--- config.mk ---
export PLATFORM = sky130hd
export DESIGN_NAME = flap_input
export DESIGN_NICKNAME = d
export VERILOG_FILES = /design/src/rtl/flappy_pkg.sv /design/src/rtl/btn_debounce.sv /design/src/rtl/flap_input.sv
export SDC_FILE = /design/constraint.sdc
export NUM_CORES = 1
export LEC_CHECK = 0
export ABC_AREA = 0
export BUFFER_PORTS_ARGS = -buffer_cell sky130_fd_sc_hd__buf_4
export CORE_ASPECT_RATIO = 0.75
export CORE_UTILIZATION = 55
export DETAILED_ROUTE_END_ITERATION = 7
export PLACE_DENSITY = 0.7
export SKIP_LAST_GASP = 1
export SYNTH_ARGS = -nofsm -noshare
export SYNTH_HDL_FRONTEND = slang
export SYNTH_SLANG_ARGS = --single-unit
--- constraint.sdc ---
create_clock -name clk -period 3.57 [get_ports clk]
set_input_delay 0.714 -clock clk [delete_from_list [all_inputs] [get_ports clk]]
set_output_delay 0.714 -clock clk [all_outputs]
set_load 0.05 [all_outputs]
--- src/rtl/flappy_pkg.sv ---
// Shared definitions for the flappy game pipeline: movement-stage direction codes,
// the input-stage state enum and the length of the reset hold.
package flappy_pkg;

  localparam logic [2:0] DIR_START = 3'b000;
  localparam logic [2:0] DIR_UP    = 3'b010;
  localparam logic [2:0] DIR_DOWN  = 3'b100;
  localparam logic [2:0] DIR_RESET = 3'b111;

  localparam int RST_TICKS = 2;

  typedef enum logic [2:0] {
    ST_IDLE,
    ST_RISE,
    ST_FALL,
    ST_OVER,
    ST_RST
  } state_e;

  function automatic logic [2:0] dir_of(state_e s);
    logic [2:0] d;
    case (s)
      ST_RISE: d = DIR_UP;
      ST_FALL: d = DIR_DOWN;
      ST_RST:  d = DIR_RESET;
      default: d = DIR_START;
    endcase
    return d;
  endfunction

endpackage

--- src/rtl/btn_debounce.sv ---
// One button: 2-FF synchroniser, counting debouncer and a single-cycle press pulse
// on each debounced rising edge.
module btn_debounce
  import flappy_pkg::*;
#(
  parameter int DEB_CYCLES = 500000
) (
  input  logic clk,
  input  logic reset,
  input  logic btn_raw,
  output logic level,
  output logic press
);

  localparam int CW = $clog2(DEB_CYCLES + 1);
  localparam logic [CW-1:0] CNT_LAST = CW'(DEB_CYCLES - 1);

  logic          sync1_q, sync1_d;
  logic          sync2_q, sync2_d;
  logic          level_q, level_d;
  logic          press_q, press_d;
  logic          armed_q, armed_d;
  logic [1:0]    vld_q, vld_d;
  logic [CW-1:0] cnt_q, cnt_d;

  // A button already held when reset drops must not fire: presses stay disarmed
  // until the synchronised input has been seen low at least once.
  always_comb begin
    sync1_d = btn_raw;
    sync2_d = sync1_q;
    vld_d   = {vld_q[0], 1'b1};
    level_d = level_q;
    cnt_d   = '0;
    if (sync2_q != level_q) begin
      if (cnt_q == CNT_LAST) begin
        level_d = ~level_q;
      end else begin
        cnt_d = cnt_q + CW'(1);
      end
    end
    press_d = level_d & ~level_q & armed_q;
    armed_d = armed_q | (vld_q[1] & ~sync2_q);
  end

  always_ff @(posedge clk) begin
    if (reset) begin
      sync1_q <= 1'b0;
      sync2_q <= 1'b0;
      level_q <= 1'b0;
      press_q <= 1'b0;
      armed_q <= 1'b0;
      vld_q   <= '0;
      cnt_q   <= '0;
    end else begin
      sync1_q <= sync1_d;
      sync2_q <= sync2_d;
      level_q <= level_d;
      press_q <= press_d;
      armed_q <= armed_d;
      vld_q   <= vld_d;
      cnt_q   <= cnt_d;
    end
  end

  assign level = level_q;
  assign press = press_q;

endmodule

--- src/rtl/flap_input.sv ---
// Flap/reset button front end: debounces both buttons, generates the game tick and
// drives the movement-stage dir command. Optional macro FLAP_HOLD_EN extends a flap while held.
module flap_input
  import flappy_pkg::*;
#(
  parameter int DEB_CYCLES = 500000,
  parameter int TICK_DIV   = 2500000,
  parameter int FLAP_TICKS = 3,
  parameter int OVER_HOLD  = 2
) (
  input  logic       clk,
  input  logic       reset,
  input  logic       btn_flap,
  input  logic       btn_rst,
  input  logic       game_over,
  output logic [2:0] dir,
  output logic       tick
);

  localparam int TW = (TICK_DIV > 1) ? $clog2(TICK_DIV) : 1;
  localparam int FW = (FLAP_TICKS > 1) ? $clog2(FLAP_TICKS) : 1;
  localparam int OW = (OVER_HOLD > 0) ? $clog2(OVER_HOLD + 1) : 1;
  localparam int HW = $clog2(RST_TICKS);

  localparam logic [TW-1:0] TICK_LAST = TW'(TICK_DIV - 1);
  localparam logic [FW-1:0] FLAP_LAST = FW'(FLAP_TICKS - 1);
  localparam logic [OW-1:0] OVER_LAST = OW'(OVER_HOLD);
  localparam logic [HW-1:0] HOLD_LAST = HW'(RST_TICKS - 1);

  logic flap_level, flap_press;
  logic rst_level, rst_press;
  logic unused_levels;

  btn_debounce #(.DEB_CYCLES(DEB_CYCLES)) u_flap_btn (
    .clk     (clk),
    .reset   (reset),
    .btn_raw (btn_flap),
    .level   (flap_level),
    .press   (flap_press)
  );

  btn_debounce #(.DEB_CYCLES(DEB_CYCLES)) u_rst_btn (
    .clk     (clk),
    .reset   (reset),
    .btn_raw (btn_rst),
    .level   (rst_level),
    .press   (rst_press)
  );

  assign unused_levels = rst_level ^ flap_level;

  state_e        state_q, state_d;
  logic [2:0]    dir_q, dir_d;
  logic [TW-1:0] tick_cnt_q, tick_cnt_d;
  logic [FW-1:0] flap_cnt_q, flap_cnt_d;
  logic [OW-1:0] over_cnt_q, over_cnt_d;
  logic [HW-1:0] hold_cnt_q, hold_cnt_d;
  logic          go_s1_q, go_s1_d;
  logic          go_s2_q, go_s2_d;
  logic          go_prev_q, go_prev_d;
  logic          go_edge;
  logic          hold_block;

  always_comb begin
    tick_cnt_d = (tick_cnt_q == TICK_LAST) ? '0 : tick_cnt_q + TW'(1);
    go_s1_d    = game_over;
    go_s2_d    = go_s1_q;
    go_prev_d  = go_s2_q;
  end

  assign tick    = (tick_cnt_q == TICK_LAST);
  assign go_edge = go_s2_q & ~go_prev_q;

`ifdef FLAP_HOLD_EN
  assign hold_block = flap_level;
`else
  assign hold_block = 1'b0;
`endif

  // Same-cycle priority is encoded by the if/else order: rst press, game_over edge,
  // flap press, then tick expiry.
  always_comb begin
    state_d    = state_q;
    flap_cnt_d = flap_cnt_q;
    over_cnt_d = over_cnt_q;
    hold_cnt_d = hold_cnt_q;
    if (rst_press) begin
      state_d    = ST_RST;
      hold_cnt_d = '0;
    end else begin
      case (state_q)
        ST_IDLE: begin
          if (flap_press) begin
            state_d    = ST_RISE;
            flap_cnt_d = '0;
          end
        end
        ST_RISE: begin
          if (go_edge) begin
            state_d    = ST_OVER;
            over_cnt_d = '0;
          end else if (flap_press) begin
            flap_cnt_d = '0;
          end else if (tick) begin
            if (flap_cnt_q != FLAP_LAST) begin
              flap_cnt_d = flap_cnt_q + FW'(1);
            end else if (!hold_block) begin
              state_d    = ST_FALL;
              flap_cnt_d = '0;
            end
          end
        end
        ST_FALL: begin
          if (go_edge) begin
            state_d    = ST_OVER;
            over_cnt_d = '0;
          end else if (flap_press) begin
            state_d    = ST_RISE;
            flap_cnt_d = '0;
          end
        end
        ST_OVER: begin
          if (flap_press && over_cnt_q == OVER_LAST) begin
            state_d    = ST_RISE;
            flap_cnt_d = '0;
          end else if (tick && over_cnt_q != OVER_LAST) begin
            over_cnt_d = over_cnt_q + OW'(1);
          end
        end
        ST_RST: begin
          if (tick) begin
            if (hold_cnt_q == HOLD_LAST) begin
              state_d    = ST_IDLE;
              hold_cnt_d = '0;
            end else begin
              hold_cnt_d = hold_cnt_q + HW'(1);
            end
          end
        end
        default: state_d = ST_IDLE;
      endcase
    end
    dir_d = dir_of(state_d);
  end

  always_ff @(posedge clk) begin
    if (reset) begin
      state_q    <= ST_IDLE;
      dir_q      <= DIR_START;
      tick_cnt_q <= '0;
      flap_cnt_q <= '0;
      over_cnt_q <= '0;
      hold_cnt_q <= '0;
      go_s1_q    <= 1'b0;
      go_s2_q    <= 1'b0;
      go_prev_q  <= 1'b0;
    end else begin
      state_q    <= state_d;
      dir_q      <= dir_d;
      tick_cnt_q <= tick_cnt_d;
      flap_cnt_q <= flap_cnt_d;
      over_cnt_q <= over_cnt_d;
      hold_cnt_q <= hold_cnt_d;
      go_s1_q    <= go_s1_d;
      go_s2_q    <= go_s2_d;
      go_prev_q  <= go_prev_d;
    end
  end

  assign dir = dir_q;

endmodule

### After elaboration in Yosys (flattened, before gate mapping)

Index checks and enable logic that the tools add are counted.

| storage, ports and cells | value |
|---|---|
| register bits after elaboration | 88 |
| word-level logic and storage cells | 114 |
| input port bits | 5 |
| output and inout bits | 4 |

| cells by class | value |
|---|---|
| equality and inequality tests | 22 |
| muxes and demuxes | 31 |
| bitwise gates (word level) | 17 |
| reduce and logical (&&, ||, !) cells | 13 |
| add/subtract/negate cells | 6 |

Operator list:

| cell | number |
|---|---|
| adder 19 x 1 -> 19 bit (second input constant) | 2 |
| equality test 19 bit (second input constant) | 2 |
| two-way mux 3 bit | 10 |
| adder 22 x 1 -> 22 bit (second input constant) | 1 |
| equality test 22 bit (second input constant) | 1 |
| two-way mux 2 bit | 10 |
| one-hot mux 3 bit (5 select lines) | 1 |
| inequality test 2 bit (second input constant) | 7 |
| equality test 3 x 2 -> 1 bit (second input constant) | 3 |
| one-hot mux 3 bit (3 select lines) | 1 |
| inverter 1 bit | 8 |
| one-hot mux 2 bit (4 select lines) | 1 |
| AND 1 bit | 7 |
| two-way mux 1 bit | 7 |
| equality test 3 x 1 -> 1 bit (second input constant) | 2 |
| equality test 3 bit (second input constant) | 2 |
| AND reduction 6 bit | 1 |
| OR reduction 2 bit | 3 |
| OR reduction 3 bit | 2 |
| AND reduction 5 bit | 1 |
| adder 2 x 1 -> 2 bit (second input constant) | 2 |
| one-hot mux 2 bit (2 select lines) | 1 |
| nonzero test 4 bit | 1 |
| zero test 3 bit | 1 |
| other kinds (9) | 12 |

### Logic depth before layout (Yosys ltp)

Gate-level depths: netlist of the first run.

| logic depth | value |
|---|---|
| word-level depth | 9 |
| gate-level depth with buffers | 7 |
| mapped depth without buffers | 7 |

### Modules after synthesis

From an unflattened synthesis of the first run, not the netlist that was laid out.

| unflattened totals | value |
|---|---|
| cells, all modules | 453 |
| area total of the unflattened synthesis | 4066.4 um^2 |

Modules (own cells, without submodules):

| module | area an instance (um^2) | cells an instance | sequential area each (um^2) | instances |
|---|---|---|---|---|
| btn_debounce | 1141.1 | 121 | 520.5 | 2 |
| flap_input | 1784.2 | 211 | 720.7 | 1 |

### Worst setup path before layout of the first run

OpenSTA, ideal clock, no wires.

| path | value |
|---|---|
| kind | register to output |
| start | register tick_cnt_q[0] |
| end | output port tick |
| slack | 0.069 ns |
| required time | 2.856 ns |
| buffers on the path | 0 |
| data arrival time | 2.787 ns |
| stages on the path, launching flop included | 5 |
| cell sequence | dfxtp_1 -> ha_1 -> nand4_1 -> or4_1 -> nor4_1 |

| on the way | value |
|---|---|
| word-level cells in the longest chain between the ends | 1 |

RTL lines:

| item | line | RTL |
|---|---|---|
| start: declaration | flap_input.sv:54 | `logic [TW-1:0] tick_cnt_q, tick_cnt_d;` |
| start signal: assignment | flap_input.sv:160 | `tick_cnt_q <= tick_cnt_d;` |
| equality test 22 bit | flap_input.sv:71 | `assign tick = (tick_cnt_q == TICK_LAST);` |
| end: declaration | flap_input.sv:17 | `output logic tick` |

No other way between the ends.

### Worst setup path in the final report of the first run

Ends and elaborated chain as after synthesis.

==> impl_results.md, run 1 <==
- # rows: 25
- Post-CTS Setup Bufs: 0
- Minimum clock period: 3.05 ns
- Commonest non-fill, non-tap cell in the layout: dfxtp_1
- Drt initial violations: 133
- Placer Congestion: slightly above 0.8
- Pwr dens: 417 nW/um2
- Clock latency on the worst-skew pair: 0.36 ns
- Antenna cell count: 0
- # H-tree levels: 3
- WL met3: roughly 240 um
- Slowest stage delay, CP: roughly 0.51 ns
- Period utilisation layout: between 80% and 90%
- Storage cell area: between 1500 and 2000 um2
- Synth Flop Type: dfxtp_1
- CTS sink count: 86
- Die Width: 96.5 um
- Post_cts resized: 0
- ANT nets after route: 0
- Vias in the first global route: approximately 2500
- CTS tree: yes
- Initial antenna violation count: 0
- Clock transition at the registers of the reported paths: roughly 0.09 ns
- Total grt overflow: 0
- Design area: between 3000 and 4000 um2
- Cell Area, Placed: approximately 3800 um2
- Post-synth EDFFs: 0
- Core box area: approximately 6400 um2
- Mapped Nets: roughly 420
- Num CTS Buffers: 9
- Status: completed
- Pre-antenna DRT Iters: 4
- # DRC: 0
- Synth Instances: between 400 and 500
- Total Die Area: ~7000 um2
- Fmax: 0.327 GHz
- Most frequent cells in the layout: dfxtp_1 (86), nor2_1 (78), xor2_1 (33), nand3_1 (29), nand2_1 (26)
- Synthesized cell area: 3680 um2
- CP Launch Type: register
- Dpl hpwl: 4470 um
- First-pass GRT wire length: 10600 um
- Hold Crit Class: reg2reg
- Slew Viols, Final: 0
- Setup Skew: slightly above 0.01 ns
- Input/output buffers: 8
- Overall Power: 1.66 mW
- Async set-reset flop share out of synthesis: 0%
- DRT Wirelength: 6360 um
- DP Worst Slack: between 0.9 and 1 ns
- MaxCap Viol Count: 0
- Slew HR: between 30% and 40%
- Topmost layer with routed signal wires: met4
- Filler Cells Inserted: ~600
- CP Data Arrival Time: ~2.3 ns
- Critical path type: reg2out
- Met2 Wirelength: 2660 um
- Number of distinct library cells after synthesis: between 40 and 50
- RSZ-0062 raised after global routing: no
- Worst Setup End Kind: output port
- Vias/cell: around 5.3
- Static Leak: about 1.3 nW
- Finish-stage setup viols: 0
- Worst setup margin: just over 0.5 ns
- Total negative setup slack: 0 ns
- IO Count: 9
- Syn avg cell area: 8.87 um2
- Worst-path maximum fanout: 4
- Crit path required time: about 2.9 ns
- Met1 Wirelength: 3370 um
- Worst-Margin Slew: roughly 0.98 ns
- Via Count: between 2000 and 3000
- Area occupied by multi-input gates: between 1500 and 2000 um2
- Warnings, synthesis: 0
- Critical Path, Cell by Cell: ha_1 -> nand4_1 -> or4_1 -> nor4_1 -> buf_4
- GRT Overall Usage: around a fifth
- Cts hold-fix bufs: 0
- Final hold viol count: 0
- Initial Util: roughly 58%
- Synth-to-Final Area Change: 8.16%
- Worst VDD drop: 0.228 mV
- Synthesized flop and latch total: between 80 and 90
- Chip height: roughly 73 um
- Largest net degree at the start of global routing: 29
- Nets: roughly 430
- Drt wl/cell: 12.5 um
- Clock root buffer: clkbuf_8
- Share of layout cells above drive strength 1: 7.26%
- Max Root-Sink Buffers: 2
- Slowest-stage cell, CP: or4_1
- Post-synthesis sequential area ratio: a little under half
-- through the flow --
stage	cells	hold WS (ns)	util, %
6_report	508	0.440	62.4
5_1_grt	508	0.458	62.4
4_1_cts	508	0.444	62.4
3_5_place_dp	492	0.425	59.4
3_3_place_gp	492	0.416	59.4
2_1_floorplan	415	0.414	-
-- kinds of logic after synthesis --
logic type	Yosys count	share of synthesized area, %
AND/OR/NAND/NOR	217	30.8
flip-flops	86	46.8
XOR/XNOR	57	13.6
buffers and inverters	28	3.03
AO/OA/AOI/OAI	19	3.37
multiplexers	4	1.12
adder cells (fa/ha/maj)	4	1.36
-- flip-flops by register name, indices dropped and copies added, names as in the netlist, 2 cells and up --
name and count:
state_q 3, u_flap_btn.cnt_q 19, flap_cnt_q 2, over_cnt_q 2, dir 3, u_rst_btn.cnt_q 19, tick_cnt_q 22
-- power breakdown --
part / leakage (nW) / internal (mW) / switching, mW
Combinational: 0.508 / 0.0115 / 0.0177
Sequential: 0.696 / 0.968 / 0.00646
Clock: 0.0967 / 0.297 / 0.358
-- worst max-delay path, delay by kind of cell, from the launching register on --
kind          cells  cell delay (ns)
fa+ha+maj         1             0.25
simple gates      3             1.09
buf+inv           1             0.27
flops             1             0.38
-- cell type report --
cell class              count  share of cell area (%)
multi-input cells         301                    46.4
flip-flops and latches     86                    43.3
repair buffers              8                    1.51
clock buffers              11                    3.80
well taps                  81                    2.55
clock inverters             5                   0.975
inverters                  16                    1.51
-- final timing paths --
path / from / to / slack, ns / depth (start not counted)
worst max-delay path: tick_cnt_q[0] / tick / 0.52 / 5
worst min-delay path: u_rst_btn.vld_q[0] / u_flap_btn.vld_q[1] / 0.44 / 1
worst max register to register: tick_cnt_q[0] / tick_cnt_q[13] / 1.21 / 6
worst min register to register: u_rst_btn.vld_q[0] / u_flap_btn.vld_q[1] / 0.44 / 1
-- cells in the mapped netlist, types with 4 or more instances --
master    instances  share of area, %
and4_1            4              0.95
nand3_1          29               3.9
nor3b_1           4              0.82
nand4_1          11               1.9
xnor2_1          24               5.7
xor2_1           33               7.9
dfxtp_1          86                47
inv_1            16               1.6
nor2_1           78               8.0
nor4b_1           7               1.7
a21oi_1           6              0.82
nand2_1          26               2.7
or3_1             6               1.0
nor2b_1          10               1.7
nor3_1           13               1.8
clkbuf_1          6              0.61
ha_1              4               1.4
buf_2             5              0.68
nor4_1            6               1.0
-- per-layer routing --
layer	global-route usage [%]	vias up
li1	-	1424
met1	27.1	1237
met2	28.7	41
met3	5.42	10
met4	10.1	0
met5	0	-
No activity file was read; power rests on OpenSTA's default activity.
==> run 2, diff against run 1 <==
PLACE_DENSITY = 0.71   (was 0.7)
==> run 2 against run 1 <==
Net effect:
- die area unchanged
- register-to-register slack better by 0.04 ns
- sequential share of layout area up 0.15 points
- worst hold slack worse by 0.0054 ns
- core utilization down 0.22 points
- sequential power about the same
- global-route usage up 0.88 points
- maximum frequency up 2.1%
- clock power down 6.9%
- largest power group unchanged
- setup slack better by 0.064 ns
- sequential cell count unchanged
- final cell count unchanged
==> impl_results.md, run 2 (synthesis results as in run 1) <==
- Total grt overflow: 0
- CTS sink count: 86
- Max Root-Sink Buffers: 2
- Largest net degree at the start of global routing: 29
- Cell Area, Placed: ~3800 um2
- Crit path required time: around 2.9 ns
- Chip height: 72.8 um
- CP Data Arrival Time: 2.28 ns
- Commonest non-fill, non-tap cell in the layout: dfxtp_1
- CTS tree: yes
- Drt wl/cell: ~13 um
- Num CTS Buffers: 9
- Largest regs: tick_cnt_q (22), u_flap_btn.cnt_q (19), u_rst_btn.cnt_q (19)
- # rows: 25
- Period utilisation layout: around 84%
- Total negative setup slack: 0 ns
- Cts hold-fix bufs: 0
- Worst-Margin Slew: just over 0.9 ns
- Total Die Area: 7020 um2
- Finish-stage setup viols: 0
- Initial Util: around 58%
- Placer Congestion: ~0.81
- Overall Power: 1.61 mW
- Worst-path maximum fanout: 4
- Design area: between 3000 and 4000 um2
- Slew Viols, Final: 0
- Static Leak: 1.29 nW
- ANT nets after route: 0
- Worst Setup End Kind: output port
- Input/output buffers: 8
- Dpl hpwl: about 4500 um
- Vias in the first global route: 2489
- Worst VDD drop: slightly above 0.2 mV
- Hold Crit Class: reg2reg
- Core box area: roughly 6400 um2
- Post-CTS Setup Bufs: 0
- Post_cts resized: 0
- Synth-to-Final Area Change: 7.79%
- RSZ-0062 raised after global routing: no
- Pwr dens: 407 nW/um2
- Critical path type: reg2out
- Setup Skew: roughly 0.01 ns
- Antenna cell count: 0
- Status: completed
- # H-tree levels: 3
- Clock root buffer: clkbuf_8
- Largest Register: tick_cnt_q
- Most frequent cells in the layout: dfxtp_1 (86), nor2_1 (78), xor2_1 (33), nand3_1 (29), nand2_1 (26)
- Drt initial violations: between 100 and 150
- Max FFs per register: 22
- Vias/cell: 5.29
- Worst Hold Slack: around 0.43 ns
- GRT Overall Usage: ~21%
- MaxCap Viol Count: 0
- Finished Layout Cells: 508
- # DRC: 0
- Share of layout cells above drive strength 1: around 7%
- Pre-antenna DRT Iters: 4
- Filler Cells Inserted: between 500 and 600
- CP Launch Type: register
- Initial antenna violation count: 0
- Clock transition at the registers of the reported paths: approximately 0.080 ns
- Nets: approximately 430
- Die Width: around 96 um
- First-pass GRT wire length: about 11000 um
- IO Count: 9
- Final hold viol count: 0
- Clock latency on the worst-skew pair: about 0.35 ns
- Minimum clock period: roughly 3.0 ns
- Via Count: ~2700
- Fmax: ~0.33 GHz
- DRT Wirelength: ~6600 um
- Slew HR: between 30% and 40%
- Dpl cells: approximately 490
==> run 2: report_power, final <==
part / switching, mW / internal [mW] / leakage, nW / total, mW
Sequential: 0.00674 / 0.968 / 0.696 / 0.975
Combinational: 0.0175 / 0.0113 / 0.508 / 0.0288
Clock: 0.338 / 0.272 / 0.0893 / 0.610
==> run 2: stage by stage <==
stage / util, % / setup slack [ns]
floorplan: - / 0.0693
global placement: 59.4 / 0.990
detailed placement: 59.4 / 0.944
CTS: 62.2 / 0.552
global route: 62.2 / 0.395
finish: 62.2 / 0.580
==> run 2: worst paths after layout <==
kind,cells past startpoint,endpoint,slack [ns],start
worst max register to register,6,tick_cnt_q[16],1.25,tick_cnt_q[0]
worst min-delay path,1,u_rst_btn.sync2_q,0.43,u_rst_btn.sync1_q
worst max-delay path,5,tick,0.58,tick_cnt_q[0]
worst min register to register,1,u_rst_btn.sync2_q,0.43,u_rst_btn.sync1_q
==> run 2: critical path: stages, from the launching register on <==
cell and delay, ns:
dfxtp_1 0.37, ha_1 0.24, nand4_1 0.21, or4_1 0.52, nor4_1 0.32, buf_4 0.27
==> run 2: layout make-up <==
class	count	area (um2)	share of cell area (%)
well taps	81	101	2.56
clock inverters	5	35.0	0.883
multi-input cells	301	1850	46.6
clock buffers	11	141	3.56
flip-flops and latches	86	1720	43.4
repair buffers	8	60.1	1.51
inverters	16	60.1	1.51
==> run 2: layer usage <==
metal	vias to the layer above	track usage, %	share of wire (%)
met2	44	31.4	43
met5	-	0	0
met1	1215	28.3	52
met4	0	7.35	1.3
li1	1422	-	-
met3	7	5.94	4.2
